File: src/rtl/pipe_pkg.sv
// Shared definitions for pipeline stage registers.
//   occ_t          : occupancy / state encoding of a skid stage (0..2 entries)
//   CTRL_*         : bit positions inside the control bundle, identical for
//                    every stage instance so bubbles mean the same everywhere
//   *_DATA_W       : default data-bundle widths of the classic stage boundaries
package pipe_pkg;

  typedef enum logic [1:0] {
    OCC_EMPTY = 2'd0,
    OCC_ONE   = 2'd1,
    OCC_TWO   = 2'd2
  } occ_t;

  localparam int CTRL_REGWRITE = 0;
  localparam int CTRL_MEMREAD  = 1;
  localparam int CTRL_JTYPE    = 2;
  localparam int CTRL_MEMWRITE = 3;

  // PC + instruction
  localparam int IFID_DATA_W  = 64;
  // PC + two operands + immediate + dest address
  localparam int IDEX_DATA_W  = 133;
  // ALUOut + store data + ALUSelect + WriteAddress
  localparam int EXMEM_DATA_W = 75;
  // DataMemOut + ALUOut + ALUSelect + WriteAddress
  localparam int MEMWB_DATA_W = 75;

endpackage

File: src/rtl/pipe_slot.sv
// One storage slot of a pipeline stage: valid bit, control bundle, data bundle.
// Ports:
//   clk, reset         : clock, synchronous active-high reset (zeroes everything)
//   clear              : drop the entry; ctrl forced to 0, data zeroed only
//                        when CLEAR_DATA != 0 (otherwise data keeps stale value)
//   load               : capture loadCtrl/loadData and mark valid
//   valid, ctrl, data  : registered slot contents
// Priority: reset > clear > load.
module pipe_slot #(
  parameter int CTRL_W     = 4,
  parameter int DATA_W     = 75,
  parameter int CLEAR_DATA = 0
) (
  input  logic              clk,
  input  logic              reset,
  input  logic              clear,
  input  logic              load,
  input  logic [CTRL_W-1:0] loadCtrl,
  input  logic [DATA_W-1:0] loadData,
  output logic              valid,
  output logic [CTRL_W-1:0] ctrl,
  output logic [DATA_W-1:0] data
);

  always_ff @(posedge clk) begin
    if (reset) begin
      valid <= 1'b0;
      ctrl  <= '0;
      data  <= '0;
    end else if (clear) begin
      valid <= 1'b0;
      ctrl  <= '0;
      if (CLEAR_DATA != 0) begin
        data <= '0;
      end
    end else if (load) begin
      valid <= 1'b1;
      ctrl  <= loadCtrl;
      data  <= loadData;
    end
  end

endmodule

File: src/rtl/pipe_stage_skid_reg.sv
// Reusable pipeline stage register with a 2-entry skid buffer.
// Ports:
//   clk, reset          : clock, synchronous active-high reset
//   flush               : kill both entries next edge; same-cycle input dropped
//   in_valid/in_ready   : upstream handshake; in_ready is a register output
//   in_ctrl, in_data    : upstream control / data bundles
//   out_valid/out_ready : downstream handshake (head entry)
//   out_ctrl, out_data  : head bundles; out_ctrl is zero whenever out_valid=0
//   occupancy           : entries held (0..2), doubles as the FSM state
//   stall_cycles        : saturating count of cycles with out_valid & !out_ready
//
// Handshake: a beat moves on a rising edge where valid and ready are both 1
// (accept = in_valid & in_ready, pop = out_valid & out_ready). A producer must
// hold valid and its bundles stable until that edge; ready never depends
// combinationally on valid, so no ready path crosses the stage.
module pipe_stage_skid_reg
  import pipe_pkg::*;
#(
  parameter int CTRL_W      = 4,
  parameter int DATA_W      = 75,
  parameter int CLEAR_DATA  = 0,
  parameter int STALL_CNT_W = 16
) (
  input  logic                   clk,
  input  logic                   reset,
  input  logic                   flush,
  input  logic                   in_valid,
  output logic                   in_ready,
  input  logic [CTRL_W-1:0]      in_ctrl,
  input  logic [DATA_W-1:0]      in_data,
  output logic                   out_valid,
  input  logic                   out_ready,
  output logic [CTRL_W-1:0]      out_ctrl,
  output logic [DATA_W-1:0]      out_data,
  output logic [1:0]             occupancy,
  output logic [STALL_CNT_W-1:0] stall_cycles
);

  occ_t occState, occNext;

  logic              mainValid, skidValid;
  logic [CTRL_W-1:0] mainCtrl, skidCtrl;
  logic [DATA_W-1:0] mainData, skidData;

  logic              mainLoad, mainClear, mainFromSkid;
  logic              skidLoad, skidClear;
  logic [CTRL_W-1:0] mainLoadCtrl;
  logic [DATA_W-1:0] mainLoadData;

  logic accept, pop;

  // The skid slot only fills when the stage already holds one beat, so its
  // registered valid is exactly "cannot take another beat".
  assign in_ready = !skidValid;
  assign accept   = in_valid & in_ready;
  assign pop      = mainValid & out_ready;

  always_ff @(posedge clk) begin
    if (reset) begin
      occState <= OCC_EMPTY;
    end else begin
      occState <= occNext;
    end
  end

  always_comb begin
    occNext      = occState;
    mainLoad     = 1'b0;
    mainClear    = 1'b0;
    mainFromSkid = 1'b0;
    skidLoad     = 1'b0;
    skidClear    = 1'b0;
    if (flush) begin
      // A pop in this cycle is still taken by downstream; any accept is lost.
      mainClear = 1'b1;
      skidClear = 1'b1;
      occNext   = OCC_EMPTY;
    end else begin
      unique case (occState)
        OCC_EMPTY: begin
          if (accept) begin
            mainLoad = 1'b1;
            occNext  = OCC_ONE;
          end
        end
        OCC_ONE: begin
          if (accept && pop) begin
            mainLoad = 1'b1;
          end else if (pop) begin
            mainClear = 1'b1;
            occNext   = OCC_EMPTY;
          end else if (accept) begin
            skidLoad = 1'b1;
            occNext  = OCC_TWO;
          end
        end
        OCC_TWO: begin
          if (pop) begin
            mainLoad     = 1'b1;
            mainFromSkid = 1'b1;
            skidClear    = 1'b1;
            occNext      = OCC_ONE;
          end
        end
        default: begin
          mainClear = 1'b1;
          skidClear = 1'b1;
          occNext   = OCC_EMPTY;
        end
      endcase
    end
  end

  assign mainLoadCtrl = mainFromSkid ? skidCtrl : in_ctrl;
  assign mainLoadData = mainFromSkid ? skidData : in_data;

  pipe_slot #(
    .CTRL_W     (CTRL_W),
    .DATA_W     (DATA_W),
    .CLEAR_DATA (CLEAR_DATA)
  ) mainSlot (
    .clk      (clk),
    .reset    (reset),
    .clear    (mainClear),
    .load     (mainLoad),
    .loadCtrl (mainLoadCtrl),
    .loadData (mainLoadData),
    .valid    (mainValid),
    .ctrl     (mainCtrl),
    .data     (mainData)
  );

  pipe_slot #(
    .CTRL_W     (CTRL_W),
    .DATA_W     (DATA_W),
    .CLEAR_DATA (CLEAR_DATA)
  ) skidSlot (
    .clk      (clk),
    .reset    (reset),
    .clear    (skidClear),
    .load     (skidLoad),
    .loadCtrl (in_ctrl),
    .loadData (in_data),
    .valid    (skidValid),
    .ctrl     (skidCtrl),
    .data     (skidData)
  );

  // Belt and braces: even a stale ctrl value can never leak out as a bubble.
  assign out_valid = mainValid;
  assign out_ctrl  = mainCtrl & {CTRL_W{mainValid}};
  assign out_data  = mainData;
  assign occupancy = occState;

  always_ff @(posedge clk) begin
    if (reset) begin
      stall_cycles <= '0;
    end else if (mainValid && !out_ready && (stall_cycles != '1)) begin
      stall_cycles <= stall_cycles + 1'b1;
    end
  end

endmodule

File: config.mk
export PLATFORM = sky130hd
export DESIGN_NAME = pipe_stage_skid_reg
export DESIGN_NICKNAME = d
export VERILOG_FILES = /design/src/rtl/pipe_pkg.sv /design/src/rtl/pipe_slot.sv /design/src/rtl/pipe_stage_skid_reg.sv
export SDC_FILE = /design/constraint.sdc
export NUM_CORES = 1
export LEC_CHECK = 0
export ABC_AREA = 0
export CORE_ASPECT_RATIO = 2
export CORE_UTILIZATION = 30
export DETAILED_ROUTE_END_ITERATION = 8
export PLACE_DENSITY = 0.59
export SLEW_MARGIN = 20
export SYNTH_ARGS = -nofsm -noshare
export SYNTH_HDL_FRONTEND = slang
export SYNTH_SLANG_ARGS = --single-unit
export TNS_END_PERCENT = 1
File: constraint.sdc
create_clock -name clk -period 2.6 [get_ports clk]
set_input_delay 0.52 -clock clk [delete_from_list [all_inputs] [get_ports clk]]
set_output_delay 0.52 -clock clk [all_outputs]
set_load 0.05 [all_outputs]
# Word-level counts from Yosys, hierarchy flattened
# Cells that the tools add are included.
dict set report classes {
  add_sub_neg 1
  eq_ne 7
  mux 24
  n_bitwise 5
  reduce_logical 14
}
# cell count
set op_table {}
lappend op_table {{$mux W75} 1}
lappend op_table {{$add A16 B1 Y16 const B} 1}
lappend op_table {{$ne A16 B16 Y1 const B} 1}
lappend op_table {{$mux W1} 13}
lappend op_table {{$mux W2} 5}
lappend op_table {{$reduce_or A2 Y1} 5}
lappend op_table {{$ne A2 B2 Y1 const B} 3}
lappend op_table {{$pmux W2 S3} 1}
lappend op_table {{$and A4 B4 Y4} 1}
lappend op_table {{$mux W4} 1}
lappend op_table {{$pmux W1 S2} 2}
lappend op_table {{$reduce_and A2 Y1} 2}
lappend op_table {{$reduce_and A4 Y1} 1}
lappend op_table {{$logic_and A1 B1 Y1} 3}
lappend op_table {{$ne A3 B3 Y1 const B} 1}
lappend op_table {{$pmux W1 S3} 1}
lappend op_table {{$and A1 B1 Y1} 2}
lappend op_table {{$eq A2 B1 Y1 const B} 1}
lappend op_table {{$eq A2 B2 Y1 const B} 1}
lappend op_table {{$logic_not A1 Y1} 2}
lappend op_table {{$logic_not A2 Y1} 1}
lappend op_table {{$not A1 Y1} 2}
dict set report word_totals {
  ff_bits 178
  input_bits 84
  out_inout_bits 99
  wordCells 59
}

# Logic depth before layout (Yosys ltp)
# Gate-level depths: netlist of the first run.
dict set report logic_depth {
  ltp_word 8
  ltp_mapped 8
  ltp_nobuf 5
}

# Cells and area by module
# From an unflattened synthesis of the first run, not the netlist that was laid out.
dict set report unflattened {
  cells_unflattened 937
  area_unflattened_um2 9666.8
}
# module n_inst cells_each area_each_um2 seq_area_each_um2
set by_module_without_submodules {}
lappend by_module_without_submodules {pipe_slot 2 359 3842.4 1601.5}
lappend by_module_without_submodules {pipe_stage_skid_reg 1 219 1981.9 360.3}

# Worst setup path before layout of the first run
# No wires, ideal clock.
dict set report synth_timing {
  path_type {reg2reg}
  from {reg stall_cycles[0]}
  to {reg stall_cycles[11]}
  setup_ns 0.123
  arrival_ns 2.150
  required_ns 2.477
  slack_ns 0.327
  stages_incl_launch_ff 7
  n_path_buf 1
  period_less_slack_ns 2.273
  path_cell_list {dfxtp_1 -> ha_1 -> nand3_1 -> o41ai_1 -> buf_2 -> nor4_1 -> mux2_1}
}
dict set report synth_between {
  elab_chain_len 2
  elab_cells_between_ends 3
  classes_between {add/sub: 1; eq/ne: 1; reduce/logical: 1}
}
# element line_no
set synth_lines {}
lappend synth_lines {{from (decl)} pipe_stage_skid_reg.sv:36} ;# output logic [STALL_CNT_W-1:0] stall_cycles
lappend synth_lines {{from (signal assigned)} pipe_stage_skid_reg.sv:159} ;# stall_cycles <= stall_cycles + 1'b1;
lappend synth_lines {{parallel branches: the longest is 2 deep, another holds $add A16 B1 Y16} n/a}
# Parallel ways; which one is timed is not known.
# A chain may end at the register's enable or synchronous reset.

# Final worst setup path of the first run
dict set report layout_timing {
  from {reg mainSlot.valid}
  to {out out_ctrl[1]}
}
dict set report layout_between {
  elab_chain_len 1
}
# element line_no
set layout_lines {}
lappend layout_lines {{from (decl)} pipe_slot.sv:20} ;# output logic valid,
lappend layout_lines {{from (signal assigned)} pipe_slot.sv:27} ;# valid <= 1'b0;
lappend layout_lines {{from (signal assigned)} pipe_slot.sv:31} ;# valid <= 1'b0;
lappend layout_lines {{from (signal assigned)} pipe_slot.sv:37} ;# valid <= 1'b1;
lappend layout_lines {{$and A4 B4 Y4} pipe_stage_skid_reg.sv:151} ;# assign out_ctrl = mainCtrl & {CTRL_W{mainValid}};
lappend layout_lines {{to (decl)} pipe_stage_skid_reg.sv:33} ;# output logic [CTRL_W-1:0] out_ctrl,
# No other way between the ends.

==> flow_summary.toml, run 1 <==
[yosys]
yosys.area.top_type_share = 0.497
yosys-top-cells-area = "dfxtp_1 (50%), nand2_1 (17%), a311oi_1 (9.8%)"
synth_cell_types = 42
ys_seq_elements = 178
synthFlopType = "dfxtp_1"
syn_inst = 910
syn_nets = 995
ys_seq_area_frac = 0.497
synthArstFlopShare = 0
syn-mean-instance-area_um2 = 7.87
yosysTopAreaCell = "dfxtp_1"
synthSimpleGateAreaFrac = 0.257
synth_edf_count = 0
synthMuxAreaShare = 0.00576
synthXorXnorAreaFrac = 0.00244
syn_area_um2 = 7160
synth-adder-area-share = 0.00175
yosysWarnings = 0
synth_compound_area_frac = 0.184
synth_top_family_by_area = "simple AND/OR/NAND/NOR gates"

[setup_path]
rr_endpoint = "stall_cycles[11]"
arrival_ps = 1980
critical_path_class = "reg -> out"
required_ps = 2080
r2r_start = "stall_cycles[0]"
cp_max_fo = 11
crit_path_start_kind = "register"
ff2ff_path_depth = 6
endpoint_kind = "primary output"
r2r_slack_ps = 440

[grt]
grt_first_pass_wirelength_mm = 33.3
grt_util_all_layers = 0.176
gr-total-overflow = 0
grt_pass1_vias = 6325
grt_antenna_before_repair = 1
grt_max_degree = 82

[floorplanning]
rows = 79
core-area_um2 = 23300
io_pins = 183
die_y_um = 221
dieArea_um2 = 24500
initial_utilization = 0.307
die_width_um = 111

[timing]
worst_slack_ps = 95.1
fin_crit_sh = 0.963
finalCriticalPeriod_ps = 2500
fmax_mhz = 399
rsz0062_at_grt = "false"
finalHoldWorstSlack_ps = 454
drv_slew = 0
finalHoldViolCount = 0
max_slew_margin = 0.612
setup_tns_ps = 0
fin_worst_skew_ps = 8.10
tightest_slew_ps = 580
finalSetupViolations = 0

[worst_hold_path]
hold_path.class = "reg -> reg"
min_to = "skidSlot.data[5]"
worstHoldPathCells = 2
hold_start = "skidSlot.data[5]"

[cts]
post_cts.repair.setup_buffers = 0
cts_sinks = 178
worstSkewPairLatency_ps = 440
cts-root-buf = "clkbuf_16"
cts_buffers = 17
ctsHtreeMaxLevel = 4
clock_path_buffers = 2
cts_tree = "yes"
path_clk_slew_ps = 60

[drt]
drt_wl_total_mm = 21.3
initialDrtViolationCount = 350
drt_pre_antenna_iters = 6
ant_nets = 0
wl_per_cell_um = 15.8
vias_per_cell = 4.92
drc = 28
vias = 6642

[finish]
fin_area_um2 = 9800
layout-drive-gt1-share = 0.0572
synthToLayoutAreaGrowth_pct = 36.8
nets = 1139
fin_util = 0.420

[placement]
dp_hpwl_mm = 14.3
dp_slack_ps = 102
place.gp.congestion = 0.746
placed_cell_area_um2 = 9250
io_buffers = 182

[pwr]
pwr-share-comb = 0.153
p_int_mw = 4.48
peakVddDrop_mv = 0.395
powerDensity_nw_per_um2 = 636
p_sw_mw = 1.75
seqPwrFrac = 0.466
p_sw_frac = 0.281
p_leak_nw = 3.40
power_frac_clock = 0.380

[job]
drv_cap = 0

[status]
outcome = "complete, but fails checks"
violations = "DRC"
[critical path, stage by stage, from the launching register on]
cell and delay (ps):
dfxtp_1 570, and2_1 190, clkdlybuf4s50_1 790
[worst max path at each step]
stage | startpoint | to | slack (ps) | cells past startpoint
floorplan | stall_cycles[0] | stall_cycles[11] | 330 | 6
global placement | out_ready | mainSlot.data[6] | 180 | 6
detailed placement | out_ready | mainSlot.data[31] | 100 | 6
CTS | mainSlot.valid | out_ctrl[2] | 40 | 2
global route | mainSlot.valid | out_ctrl[1] | 6 | 2
finish | mainSlot.valid | out_ctrl[1] | 100 | 2
[logic make-up after synthesis]
group                      Yosys count
and+or+nand+nor                    452
AOI/OAI and AO/OA                  191
buffers and inverters               82
muxes                                4
DFF                                178
xor gates and xnor gates             2
adders and majority gates            1
[registers in the layout, indices dropped and copies added, names as in the netlist]
signal	flops
mainSlot.data	75
skidSlot.data	75
stall_cycles	16
mainSlot.ctrl	4
skidSlot.ctrl	4
occupancy	2
mainSlot.valid	1
skidSlot.valid	1
[power by group through the flow]
stage	Clock [mW]	Combinational [mW]	Sequential (mW)
2_1_floorplan	0	0.268	3.25
5_1_grt	2.56	1.02	2.91
3_5_place_dp	0	0.965	2.97
4_1_cts	2.46	0.967	2.90
6_report	2.37	0.956	2.90
3_3_place_gp	0	0.958	2.97
[repair_timing]
action	4_1_cts	5_1_grt
gates resized for setup	0	2
endpoints found under the setup margin	0	2
hold buffers	0	0
[final cells by class]
cell class	instances	area, um2
Inverter	5	18.8
Timing Repair Buffer	202	2070
Fill cell	2376	13500
Clock inverter	11	82.6
Antenna cell	1	2.50
Clock buffer	21	460
Tap cell	283	354
Multi-Input combinational cell	650	3240
Sequential cell	178	3560
[stage by stage]
stage / total power [mW] / instances
after floorplan: 3.52 / 910
after global placement: 3.92 / 1318
after detailed placement: 3.93 / 1318
after CTS: 6.33 / 1350
after global routing: 6.50 / 1351
final: 6.23 / 1351
[synthesized netlist by cell type (all sizes together) (2+ instances only)]
master,count
mux2i,3
buf,37
nor4,3
a311oi,80
nand2,322
or3,4
dfxtp,178
o31ai,4
clkbuf,40
nor2b,2
nor2,92
or4b,2
or4,4
nand4,4
nand3,4
and2,6
o21ai,7
or2,3
nand4b,2
a211oi,2
a21oi,91
a31oi,2
inv,5
o41ai,2
xor2,2
[metal layers]
metal / GRT usage / up-vias / routed length [um]
li1: - / 3383 / -
met1: 0.174 / 3067 / 7820
met2: 0.338 / 155 / 11900
met3: 0.0351 / 37 / 756
met4: 0.104 / 0 / 867
met5: 0 / - / 0
[placed cells by master (no fill, tap or decap), types with 5 or more instances in the layout]
cell / synthesis / final
clkinv_4: 0 / 5
clkbuf_16: 0 / 17
inv_1: 5 / 5
nor2_1: 91 / 91
and2_1: 6 / 6
buf_12: 0 / 8
clkdlybuf4s50_1: 0 / 179
buf_4: 6 / 13
dfxtp_1: 178 / 178
a21oi_1: 91 / 91
a311oi_1: 80 / 80
nand2_1: 322 / 322
o21ai_0: 7 / 7
No activity file was read; power rests on OpenSTA's default activity.
==> inputs of run 2 (changes only) <==
==> constraint.sdc (replaced) <==
create_clock -name clk -period 2.6 [get_ports clk]
set_input_delay 0.26 -clock clk [delete_from_list [all_inputs] [get_ports clk]]
set_output_delay 0.26 -clock clk [all_outputs]
set_load 0.05 [all_outputs]
==> flow_summary.toml, run 2 (same netlist as run 1, synthesis figures left out) <==
[status]
outcome = "complete, but fails checks"
violations = "DRC"

[timing]
finalHoldWorstSlack_ps = 166
finalCriticalPeriod_ps = 2240
tightest_slew_ps = 645
finalSetupViolations = 0
rsz0062_at_grt = "false"
finalHoldViolCount = 0
fmax_mhz = 447
drv_slew = 0
setup_tns_ps = 0
max_slew_margin = 0.565
fin_crit_sh = 0.861
fin_worst_skew_ps = 7.22

[cts]
hold_buffers = 0
cts_sinks = 178
post_cts.repair.setup_buffers = 0
clock_path_buffers = 2
cts-root-buf = "clkbuf_16"
cts_buffers = 17
worstSkewPairLatency_ps = 430
cts_tree = "yes"
ctsHtreeMaxLevel = 4
cts_resized = 0
path_clk_slew_ps = 60

[drt]
wl_per_cell_um = 15.6
drc = 28
vias_per_cell = 5.00
initialDrtViolationCount = 464
drt_pre_antenna_iters = 8
vias = 6717
drt_wl_total_mm = 21.0
ant_nets = 0

[placement]
placed_cell_area_um2 = 9190
io_buffers = 182
placed_cells = 1314
dp_hpwl_mm = 13.8
place.gp.congestion = 0.762

[grt]
grt_util_all_layers = 0.170
grt_first_pass_wirelength_mm = 32.7
grt_max_degree = 87
grt_pass1_vias = 6139
grt_antenna_before_repair = 0
gr-total-overflow = 0

[setup_path]
crit_path_start_kind = "register"
required_ps = 2340
critical_path_class = "reg -> out"
endpoint_kind = "primary output"
slowest_delay_ps = 800
cp_slowest_cell = "clkdlybuf4s50_1"
r2r_slack_ps = 520
worstPathCellList = "and2_1 -> clkdlybuf4s50_1"
cp_max_fo = 11
arrival_ps = 1980

[finish]
antennaDiodeCount = 0
layout_commonest_cell = "nand2_1"
multi_input_comb_area_um2 = 3240
fin_area_um2 = 9770
fillCellCount = 2385
synthToLayoutAreaGrowth_pct = 36.3
nets = 1135
instances_no_fill = 1343
layout-drive-gt1-share = 0.0481
top_regs = "mainSlot.data (75), skidSlot.data (75), stall_cycles (16)"
mostFrequentLayoutCells = "nand2_1 (322), clkdlybuf4s50_1 (181), dfxtp_1 (178), nor2_1 (91), a21oi_1 (91)"
register_area_um2 = 3560

[floorplanning]
dieArea_um2 = 24500
initial_utilization = 0.307
io_pins = 183
die_y_um = 221
rows = 79
core-area_um2 = 23300
die_width_um = 111

[pwr]
p_leak_nw = 3.35
peakVddDrop_mv = 0.434
powerDensity_nw_per_um2 = 658

[job]
drv_cap = 0

[worst_hold_path]
hold_path.class = "in -> reg"
## run 2: area by class of cell
type                    instances  area share
clock buffers                  24      0.0483
well taps                     283      0.0362
inverters                       5     0.00192
flip-flops and latches        178       0.365
multi-input cells             650       0.332
repair buffers                198       0.206
clock inverters                 5      0.0106
## run 2: per-stage QoR
stage | setup slack, ps | power [mW] | utilization
after detailed placement | 339 | 3.92 | 0.394
after floorplan | 327 | 3.52 | -
after global routing | 286 | 6.68 | 0.419
after CTS | 355 | 6.51 | 0.419
final | 362 | 6.42 | 0.419
after global placement | 388 | 3.92 | 0.394
## run 2: where the power goes
group / leakage, nW / internal, mW / switching (mW)
sequential: 1.45 / 2.84 / 0.0713
combinational: 1.62 / 0.364 / 0.585
clock: 0.280 / 1.55 / 1.02
total: 3.35 / 4.75 / 1.68
## run 2: per-layer routing
layer	GRT usage	up-vias	share of wire
met2	0.317	196	0.54
met5	0	-	0
li1	-	3369	-
met3	0.0362	34	0.050
met1	0.180	3118	0.38
met4	0.0865	0	0.033
## run 2: worst paths after layout
| kind | start | endpoint | cells past startpoint |
|---|---|---|---|
| hold reg to reg | skidSlot.data[55] | skidSlot.data[55] | 2 |
| setup / recovery | mainSlot.valid | out_ctrl[0] | 2 |
| hold / removal | reset | skidSlot.data[62] | 2 |
| setup reg to reg | stall_cycles[0] | stall_cycles[11] | 6 |
## run 2: critical path, delay by kind of cell, from the launching register on
family	cells	cell delay, ps
AND/OR/NAND/NOR	1	190
flip-flops	1	560
buffers and inverters	1	800
